[src/rtl/iir_pkg.sv]
// Shared types and constants for the multi-channel biquad.
// State enum, accumulator guard bits, channel-ID width helper.
package iir_pkg;

   typedef enum logic [1:0] {
      IDLE,
      MAC,
      QUANT,
      OUT
   } state_t;

   localparam int ACC_GUARD = 3;

   localparam logic [2:0] MAC_LAST = 3'd4;

   function automatic int ch_w(input int n);
      return (n > 1) ? $clog2(n) : 1;
   endfunction

endpackage

[src/rtl/iir_biquad_mc_axis_mac_unit.sv]
// Registered signed multiplier feeding a clearable accumulator.
// Ports: clk, rst_n, i_clr, i_en, i_a, i_b -> o_acc (acc incl. pending product).
module iir_mac_unit
   import iir_pkg::*;
#(
   parameter int A_W   = 16,
   parameter int B_W   = 17,
   parameter int ACC_W = 36
) (
   input  logic                    clk,
   input  logic                    rst_n,
   input  logic                    i_clr,
   input  logic                    i_en,
   input  logic signed [A_W-1:0]   i_a,
   input  logic signed [B_W-1:0]   i_b,
   output logic signed [ACC_W-1:0] o_acc
);

   localparam int P_W = A_W + B_W;

   logic signed [P_W-1:0]   r_prod;
   logic                    r_pv;
   logic signed [ACC_W-1:0] r_acc;
   logic signed [ACC_W-1:0] w_ext;

   assign w_ext = $signed({{(ACC_W-P_W){r_prod[P_W-1]}}, r_prod});

   // Fold in the product still sitting in the pipeline register so the
   // final sum is visible the cycle after the last operand is issued.
   assign o_acc = r_pv ? (r_acc + w_ext) : r_acc;

   always_ff @(posedge clk or negedge rst_n) begin
      if (!rst_n) begin
         r_prod <= '0;
         r_pv   <= 1'b0;
         r_acc  <= '0;
      end else if (i_clr) begin
         r_pv  <= 1'b0;
         r_acc <= '0;
      end else begin
         if (r_pv) r_acc <= r_acc + w_ext;
         r_pv <= i_en;
         if (i_en) r_prod <= P_W'(i_a) * P_W'(i_b);
      end
   end

endmodule

[src/rtl/iir_biquad_mc_axis.sv]
// Time-multiplexed DF-I biquad, per-channel state, AXI-Stream in/out.
// Ports: clk, rst_n, s_axis_{tdata,tid,tvalid,tready}, m_axis_{tdata,tid,tvalid,tready}.
// Option: IIR_SAT_EN clamps the result instead of wrapping.
module iir_biquad_mc_axis
   import iir_pkg::*;
#(
   parameter  int coeff_width  = 16,
   parameter  int inout_width  = 16,
   parameter  int scale_factor = 14,
   parameter  int num_ch       = 2,
   parameter  int b0_int_coeff = 2962,
   parameter  int b1_int_coeff = 5615,
   parameter  int b2_int_coeff = 2962,
   parameter  int a1_int_coeff = -9362,
   parameter  int a2_int_coeff = 5203,
   localparam int CH_W         = ch_w(num_ch)
) (
   input  logic                          clk,
   input  logic                          rst_n,
   input  logic signed [inout_width-1:0] s_axis_tdata,
   input  logic [CH_W-1:0]               s_axis_tid,
   input  logic                          s_axis_tvalid,
   output logic                          s_axis_tready,
   output logic signed [inout_width-1:0] m_axis_tdata,
   output logic [CH_W-1:0]               m_axis_tid,
   output logic                          m_axis_tvalid,
   input  logic                          m_axis_tready
);

   localparam int ACC_W = inout_width + coeff_width + ACC_GUARD;
   localparam int B_W   = coeff_width + 1;

   // One extra bit so negated feedback coefficients always fit.
   localparam logic signed [B_W-1:0] C_B0  = B_W'(b0_int_coeff);
   localparam logic signed [B_W-1:0] C_B1  = B_W'(b1_int_coeff);
   localparam logic signed [B_W-1:0] C_B2  = B_W'(b2_int_coeff);
   localparam logic signed [B_W-1:0] C_NA1 = B_W'(-a1_int_coeff);
   localparam logic signed [B_W-1:0] C_NA2 = B_W'(-a2_int_coeff);
   localparam logic [CH_W:0]         NCH   = (CH_W+1)'(num_ch);

   state_t r_state;
   state_t w_next;

   logic [2:0]                    r_cnt;
   logic signed [inout_width-1:0] r_x;
   logic [CH_W-1:0]               r_tid;
   logic signed [inout_width-1:0] r_odata;
   logic [CH_W-1:0]               r_otid;

   logic signed [inout_width-1:0] r_x1 [num_ch];
   logic signed [inout_width-1:0] r_x2 [num_ch];
   logic signed [inout_width-1:0] r_y1 [num_ch];
   logic signed [inout_width-1:0] r_y2 [num_ch];

   logic                          w_tid_ok;
   logic                          w_accept;
   logic                          w_mac_en;
   logic signed [inout_width-1:0] w_a;
   logic signed [B_W-1:0]         w_b;
   logic signed [ACC_W-1:0]       w_acc;
   logic signed [inout_width-1:0] w_y;

   assign s_axis_tready = (r_state == IDLE);
   assign m_axis_tvalid = (r_state == OUT);
   assign m_axis_tdata  = r_odata;
   assign m_axis_tid    = r_otid;
   assign w_tid_ok      = ({1'b0, s_axis_tid} < NCH);

   always_comb begin
      w_next   = r_state;
      w_accept = 1'b0;
      w_mac_en = 1'b0;
      unique case (r_state)
         IDLE: begin
            // Out-of-range IDs are handshaken but never leave IDLE.
            if (s_axis_tvalid && w_tid_ok) begin
               w_accept = 1'b1;
               w_next   = MAC;
            end
         end
         MAC: begin
            w_mac_en = 1'b1;
            if (r_cnt == MAC_LAST) w_next = QUANT;
         end
         QUANT: w_next = OUT;
         OUT: if (m_axis_tready) w_next = IDLE;
         default: w_next = IDLE;
      endcase
   end

   always_comb begin
      w_a = r_x;
      w_b = C_B0;
      case (r_cnt)
         3'd1: begin w_a = r_x1[r_tid]; w_b = C_B1;  end
         3'd2: begin w_a = r_x2[r_tid]; w_b = C_B2;  end
         3'd3: begin w_a = r_y1[r_tid]; w_b = C_NA1; end
         3'd4: begin w_a = r_y2[r_tid]; w_b = C_NA2; end
         default: ;
      endcase
   end

   iir_mac_unit #(
      .A_W   (inout_width),
      .B_W   (B_W),
      .ACC_W (ACC_W)
   ) u_mac (
      .clk   (clk),
      .rst_n (rst_n),
      .i_clr (w_accept),
      .i_en  (w_mac_en),
      .i_a   (w_a),
      .i_b   (w_b),
      .o_acc (w_acc)
   );

`ifdef IIR_SAT_EN
   localparam logic signed [ACC_W-1:0] Y_MAX = ACC_W'((2**(inout_width-1)) - 1);
   localparam logic signed [ACC_W-1:0] Y_MIN = ACC_W'(-(2**(inout_width-1)));

   logic signed [ACC_W-1:0] w_shift;

   always_comb begin
      w_shift = w_acc >>> scale_factor;
      if (w_shift > Y_MAX)
         w_y = inout_width'(Y_MAX);
      else if (w_shift < Y_MIN)
         w_y = inout_width'(Y_MIN);
      else
         w_y = inout_width'(w_shift);
   end
`else
   assign w_y = inout_width'(w_acc >>> scale_factor);
`endif

   always_ff @(posedge clk or negedge rst_n) begin
      if (!rst_n) r_state <= IDLE;
      else        r_state <= w_next;
   end

   always_ff @(posedge clk or negedge rst_n) begin
      if (!rst_n) begin
         r_cnt   <= '0;
         r_x     <= '0;
         r_tid   <= '0;
         r_odata <= '0;
         r_otid  <= '0;
         for (int i = 0; i < num_ch; i++) begin
            r_x1[i] <= '0;
            r_x2[i] <= '0;
            r_y1[i] <= '0;
            r_y2[i] <= '0;
         end
      end else begin
         if (w_accept) begin
            r_x   <= s_axis_tdata;
            r_tid <= s_axis_tid;
            r_cnt <= '0;
         end
         if (r_state == MAC) r_cnt <= r_cnt + 3'd1;
         if (r_state == QUANT) begin
            r_x2[r_tid] <= r_x1[r_tid];
            r_x1[r_tid] <= r_x;
            r_y2[r_tid] <= r_y1[r_tid];
            r_y1[r_tid] <= w_y;
            r_odata     <= w_y;
            r_otid      <= r_tid;
         end
      end
   end

endmodule

[config.mk]
export PLATFORM = sky130hd
export DESIGN_NAME = iir_biquad_mc_axis
export DESIGN_NICKNAME = d
export VERILOG_FILES = /design/src/rtl/iir_pkg.sv /design/src/rtl/iir_biquad_mc_axis_mac_unit.sv /design/src/rtl/iir_biquad_mc_axis.sv
export SDC_FILE = /design/constraint.sdc
export NUM_CORES = 1
export LEC_CHECK = 0
export CORE_UTILIZATION = 31
export CTS_BUF_LIST = sky130_fd_sc_hd__clkbuf_4
export CTS_CLUSTER_SIZE = 24
export DETAILED_ROUTE_END_ITERATION = 7
export MAX_ROUTING_LAYER = met4
export PLACE_DENSITY = 0.44
export SYNTH_ARGS = -nofsm -noshare
export SYNTH_HDL_FRONTEND = slang
export SYNTH_SLANG_ARGS = --single-unit
[constraint.sdc]
create_clock -name clk -period 12.4 [get_ports clk]
set_input_delay 1.86 -clock clk [delete_from_list [all_inputs] [get_ports clk]]
set_output_delay 1.86 -clock clk [all_outputs]
set_load 0.02 [all_outputs]
==> metrics.md, run 1 <==
| Metric | Value |
|---|---|
| Final Skew | 67.5 ps |
| Final hold vios | 0 |
| Sum Neg Setup Slack | 0 ps |
| RSZ-0062 raised after global routing | false |
| CTS buffer count | 66 |
| CP required | 12990 ps |
| CTS Sinks | 228 |
| Vias in the first global route | 15204 |
| Post-synthesis adder-cell area fraction | 31.9% |
| Via-per-instance ratio | 4.73 |
| Avg WL per Cell | 19.5 um |
| Port Buffers | 39 |
| FF-to-FF Start | r_cnt[1]$_DFFE_PN0P_ |
| Grt ovf | 0 |
| R2R cell count | 31 |
| # nets final | 2482 |
| Clk root buf | clkbuf_4 |
| Vert. Die Dim | 255 um |
| Row Count | 92 |
| DR top layer | met4 |
| CP startpoint kind | flip-flop |
| Final non-filler cell total | 2989 |
| Die ar. | 64800 um^2 |
| Syn Nets | 2424 |
| Layout cells sized above 1 | 11.0% |
| Hold path depth | 2 |
| Commonest non-fill, non-tap cells in the layout | nand2_1 (339), inv_1 (315), fa_1 (241) |
| Starting density of the core | 31.4% |
| Max_slew headroom | 25.9% |
| CTS tree | built |
| Fmax | 0.105 GHz |
| Commonest non-fill, non-tap cell in the layout | nand2_1 |
| Cts repair resizes | 0 |
| Gr usage total | 19.5% |
| Yosys warning total | 0 |
| Mux share of post-synthesis cell area | 8.63% |
| Drt total wl | 58400 um |
| Primary FF master, synth | dfrtp_1 |
| Worst hold endpoint | r_y2[31]$_DFFE_PN0P_ |
| Synth Area in Compound Gates | 8.60% |
| Cell with the largest stage delay on the worst path | o21bai_1 |
| Hold path startpoint | r_y1[31]$_DFFE_PN0P_ |
| Largest family of logic cells by synthesized area | adder cells |
| First-pass detailed-route iteration total | 5 |
| Routed vias | 14140 |
| Number of remaining DRC errors | 0 |
| Worst reg2reg path endpoint | u_mac.r_prod[29]$_DFFE_PN0P_ |
| Cell Area, Synth | 19800 um^2 |
| Post-DP HPWL | 45800 um |
| Register area share after synthesis | 28.8% |
| Clock Latency Late Sink | 730 ps |
| Post-route clock period utilization | 76.7% |
| Status | finished clean |
| M1 WL | 27800 um |
| Post-CTS Repair Setup Buffers | 0 |
| Final Max Slew Viols | 0 |
| CP max FO | 17 |
| Synth Area in Simple Gates | 11.8% |
| Initial antenna violation count | 1 |
| Area grow syn2layout | 11.2% |
| Crit. End Element | flip-flop |
| Inst Count DP | 2880 |
| Largest net degree at the start of global routing | 89 |
| Fill cells | 6604 |
| Ys async rst share | 100% |
| R2R setup slack | 2890 ps |
| H-tree depth | 3 |
| Final Wtd Congestion | 0.962 |
| CP most frequent cell | inv_1 |
| Synth Area in XOR/XNOR | 2.70% |
| Global-route wire length before repair | 91800 um |
| Clock transition at path regs | 70 ps |
| WP data arrival | 10090 ps |
| Number of synthesized flops with an enable pin | 0 |
| Worst Path Class, Setup | reg -> reg |
| First-iteration detailed-routing DRC count | 608 |
| Hold buffers post-CTS | 0 |
| Final instance area | 22000 um^2 |
| Max_cap viols | 0 |
| Worst hold-check path type | reg -> reg |
| Synth Instances | 2044 |
| Syn Area/Cell | 9.68 um^2 |
| Min Tclk post-route | 9510 ps |
| Synth Register Bits | 228 |
| Met3 WL post-DR | 2070 um |
| Worst-margin pin slew | 1100 ps |
| Total core area | 63100 um^2 |
| Top Ports | 40 |
| Distinct cells, synth | 60 |
| Final setup fails | 0 |
| Detail Route Antenna Nets | 0 |
| Metal2 WL | 27600 um |
| Die width | 255 um |
| DP Area | 21100 um^2 |
| Clock Tree Buf Depth | 3 |
| CP peak stage delay | 890 ps |
## logic make-up after synthesis
family,after synthesis
compound gates,272
xor+xnor,61
fa+ha+maj,359
buf+inv,389
flops,228
mux,160
simple gates,575
## layer usage
metal	vias to the layer above	track usage [%]
met2	254	31.0
li1	6655	-
met3	52	2.98
met1	7179	26.1
met5	-	-
met4	0	4.40
## stage by stage
step / hold WS (ps) / utilization (%) / setup WS (ps)
finish: 471 / 34.9 / 2890
global route: 483 / 34.9 / 2260
CTS: 450 / 34.9 / 2920
detailed placement: 463 / 33.5 / 2950
global placement: 457 / 33.5 / 3010
floorplan: 445 / - / 5160
## area by class of cell
class,instances,area [um^2],area share (%)
multi-input cells,1427,12600,57.3
repair buffers,64,583,2.65
flip-flops and latches,228,5710,26.0
inverters,315,1180,5.38
diodes,1,2.50,0.0114
clock inverters,13,144,0.654
well taps,846,1060,4.81
clock buffers,95,713,3.24
## critical path: cells and delay by family (launching register included)
family                     cells  cell delay, ps
DFF                            1             380
and+or+nand+nor                6            1450
muxes                          1             270
adders and majority gates      8            3480
AOI/OAI and AO/OA              7            2490
xor gates and xnor gates       1             140
buffers and inverters          8            1160
## Yosys cell counts (all sizes together) (2+ instances only)
cell type | n | area share, %
inv | 315 | 6.0
a21oi | 80 | 2.0
a211oi | 25 | 0.97
a21boi | 4 | 0.15
mux2 | 84 | 4.8
and3 | 4 | 0.13
a31o | 2 | 0.089
o21a | 14 | 0.53
o41ai | 2 | 0.16
o211a | 2 | 0.10
nand2b | 17 | 0.54
o22ai | 17 | 0.54
or2 | 2 | 0.063
clkbuf | 42 | 0.80
nor2 | 160 | 3.0
buf | 32 | 0.79
o31ai | 3 | 0.11
or3 | 3 | 0.095
a211o | 5 | 0.22
nor2b | 8 | 0.25
and4 | 2 | 0.089
xor2 | 17 | 0.75
a31oi | 6 | 0.19
xnor2 | 44 | 1.9
fa | 241 | 24
and2 | 10 | 0.32
a2111oi | 2 | 0.18
o211ai | 4 | 0.15
nand3b | 2 | 0.076
o311ai | 2 | 0.089
mux2i | 76 | 3.8
nand2 | 340 | 6.5
nand4 | 2 | 0.063
o21ai | 81 | 2.1
nor3 | 11 | 0.30
a21o | 13 | 0.49
o21bai | 5 | 0.19
nand3 | 12 | 0.30
dfrtp | 228 | 29
ha | 118 | 7.5
## state kept, by name (all words and copies together), names as in the netlist
signal,flops
r_y1,32
r_state,2
r_tid,1
u_mac.r_acc,30
r_x,16
r_y2,32
m_axis_tdata,16
u_mac.r_prod,30
r_cnt,3
r_x1,32
r_x2,32
u_mac.r_pv,1
m_axis_tid,1
## worst max path at each step
stage                                    start                            to  slack [ps]  cells after the start
final                     r_cnt[1]$_DFFE_PN0P_  u_mac.r_prod[29]$_DFFE_PN0P_        2890                     31
after global placement    r_cnt[0]$_DFFE_PN0P_  u_mac.r_prod[29]$_DFFE_PN0P_        3010                     29
after CTS                 r_cnt[1]$_DFFE_PN0P_  u_mac.r_prod[29]$_DFFE_PN0P_        2920                     31
after global routing      r_cnt[1]$_DFFE_PN0P_  u_mac.r_prod[29]$_DFFE_PN0P_        2260                     31
after floorplan              r_tid$_DFFE_PN0P_  u_mac.r_prod[29]$_DFFE_PN0P_        5160                     28
after detailed placement  r_cnt[1]$_DFFE_PN0P_  u_mac.r_prod[29]$_DFFE_PN0P_        2950                     31
Power of run 1 is left out: the tool's default activity adds up to more than one toggle a clock period on the data nets, which glitch-free logic cannot reach.
==> run 2, diff against run 1 <==
--- a/config.mk
+++ b/config.mk
@@ -10,7 +10,7 @@
 export CTS_CLUSTER_SIZE = 24
 export DETAILED_ROUTE_END_ITERATION = 7
 export MAX_ROUTING_LAYER = met4
-export PLACE_DENSITY = 0.44
+export PLACE_DENSITY = 0.46
 export SYNTH_ARGS = -nofsm -noshare
 export SYNTH_HDL_FRONTEND = slang
 export SYNTH_SLANG_ARGS = --single-unit
==> constraint.sdc (replaced) <==
create_clock -name clk -period 7.9 [get_ports clk]
set_input_delay 1.185 -clock clk [delete_from_list [all_inputs] [get_ports clk]]
set_output_delay 1.185 -clock clk [all_outputs]
set_load 0.02 [all_outputs]
==> run 2 against run 1 <==
  * Maximum frequency up 24%
  * Critical endpoint unchanged
  * Cell count increased by 1.8%
  * Clock-buffer cell count down 8
  * Core utilization rose by 1.0 points
  * Wire length decreased by 1.0%
  * Via count is 1.4% higher
  * Non-clock buffer count increased by 63
  * Final area rose by 2.9%
  * First-iteration DRC count grew 21%
  * Sequential cell count unchanged
  * Register-to-register slack got worse by 2600 ps
==> metrics.md, run 2 (synthesis results as in run 1) <==
| Metric | Value |
|---|---|
| Status | finished clean |
| Die width | 255 um |
| Worst hold endpoint | r_y2[23]$_DFFE_PN0P_ |
| Gr usage total | 19.2% |
| Reg area | 5710 um^2 |
| Setup WS pre-CTS | 99.4 ps |
| Min Tclk post-route | 7640 ps |
| Sum Neg Setup Slack | 0 ps |
| # nets final | 2539 |
| CP required | 8490 ps |
| Worst Path Class, Setup | reg -> reg |
| Area taken by multi-input logic gates | 12800 um^2 |
| Vert. Die Dim | 255 um |
| Vias in the first global route | 15551 |
| Post-route clock period utilization | 96.7% |
| Worst reg2reg path endpoint | u_mac.r_prod[29]$_DFFE_PN0P_ |
| Avg WL per Cell | 19.0 um |
| Final setup fails | 0 |
| Commonest non-fill, non-tap cells in the layout | nand2_1 (333), inv_1 (309), fa_1 (240) |
| CP peak stage delay | 600 ps |
| R2R cell count | 32 |
| Grt ovf | 0 |
| H-tree depth | 2 |
| CTS tree | built |
| First-iteration detailed-routing DRC count | 737 |
| Number of remaining DRC errors | 0 |
| R2R setup slack | 260 ps |
| CP startpoint kind | flip-flop |
| Top Ports | 40 |
| Hold path depth | 2 |
| Largest net degree at the start of global routing | 97 |
| Routed vias | 14335 |
| Hold buffers post-CTS | 0 |
| Fill cells | 6595 |
| PnR worst setup slack | 264 ps |
| Clock Tree Buf Depth | 3 |
| Clk root buf | clkbuf_4 |
| Worst-margin pin slew | 1120 ps |
| First-pass detailed-route iteration total | 5 |
| Final Max Slew Viols | 0 |
| CP max FO | 11 |
| Starting density of the core | 31.4% |
| Hold path startpoint | r_y1[23]$_DFFE_PN0P_ |
| GR peak layer | met2 |
| Initial antenna violation count | 2 |
| Met1 usage | 26.3% |
| FF-to-FF Start | r_cnt[0]$_DFFE_PN0P_ |
| CTS Sinks | 228 |
| Row Count | 92 |
| Worst hold slack | 427 ps |
| Detail Route Antenna Nets | 0 |
| Clock transition at path regs | 60 ps |
| Total core area | 63100 um^2 |
| Global-route wire length before repair | 91800 um |
| Worst hold-check path type | reg -> reg |
| Final hold vios | 0 |
| Max_slew headroom | 25.5% |
| Fmax | 0.131 GHz |
| Commonest non-fill, non-tap cell in the layout | nand2_1 |
| Via-per-instance ratio | 4.71 |
| CTS buffer count | 60 |
| Area grow syn2layout | 14.3% |
| Cell with the largest stage delay on the worst path | fa_1 |
| Final Wtd Congestion | 0.988 |
| Layout cells sized above 1 | 15.4% |
| GR Layer Usage met3 | 2.28% |
| Max_cap viols | 0 |
| Clock Latency Late Sink | 770 ps |
| Met2 usage | 30.3% |
| Crit. End Element | flip-flop |
| Port Buffers | 39 |
| Final Skew | 92.6 ps |
| WP data arrival | 8230 ps |
| Post-DP HPWL | 46400 um |
| Drt total wl | 57800 um |
| Die ar. | 64800 um^2 |
[run 2: changes by cell type in the layout (fill, tap and decap cells not counted), sizes merged]
cell      change
clkinvlp      -1
bufinv        -3
buf          +63
clkbuf        -8
inv           +1
clkinv        +2
[run 2: per-layer routing]
metal | vias up | share of wire (%)
met5 | - | 0
met4 | 0 | 2.2
met3 | 81 | 3.5
met2 | 252 | 47
met1 | 7227 | 48
li1 | 6775 | -
[run 2: per-stage QoR]
step / cell area, um^2 / cells / util, %
2_1_floorplan: 19800 / 2044 / -
6_report: 22600 / 3043 / 35.9
4_1_cts: 22400 / 3040 / 35.4
3_3_place_gp: 21600 / 2941 / 34.3
3_5_place_dp: 21600 / 2941 / 34.3
5_1_grt: 22600 / 3043 / 35.9
[run 2: timing repair]
action	CTS	global route
setup buffers	0	2
setup endpoints to repair	2	9
pin swaps	0	9
gates resized for setup	2	64
[run 2: worst max-delay path by stage]
stage / startpoint / end
2_1_floorplan: r_tid$_DFFE_PN0P_ / u_mac.r_prod[29]$_DFFE_PN0P_
3_3_place_gp: r_cnt[0]$_DFFE_PN0P_ / u_mac.r_prod[27]$_DFFE_PN0P_
3_5_place_dp: r_cnt[0]$_DFFE_PN0P_ / u_mac.r_prod[29]$_DFFE_PN0P_
4_1_cts: r_cnt[0]$_DFFE_PN0P_ / u_mac.r_prod[27]$_DFFE_PN0P_
5_1_grt: r_tid$_DFFE_PN0P_ / u_mac.r_prod[26]$_DFFE_PN0P_
6_report: r_cnt[0]$_DFFE_PN0P_ / u_mac.r_prod[29]$_DFFE_PN0P_
[run 2: area by class of cell]
type / instances / area share, %
inverter: 315 / 5.23
clock buffer: 87 / 2.89
multi-input combinational: 1427 / 56.8
sequential: 228 / 25.2
tap: 846 / 4.68
timing repair buffer: 127 / 4.91
clock inverter: 12 / 0.249
antenna: 1 / 0.0111
[run 2: critical path: cells and delay by family, from the launching register on]
kind | cells | cell delay (ps)
AOI/OAI and AO/OA | 6 | 1270
DFF | 1 | 440
buffers and inverters | 9 | 930
muxes | 1 | 260
adders and majority gates | 8 | 3620
xor gates and xnor gates | 1 | 150
and+or+nand+nor | 7 | 780
Power of run 2 is left out for the same reason.
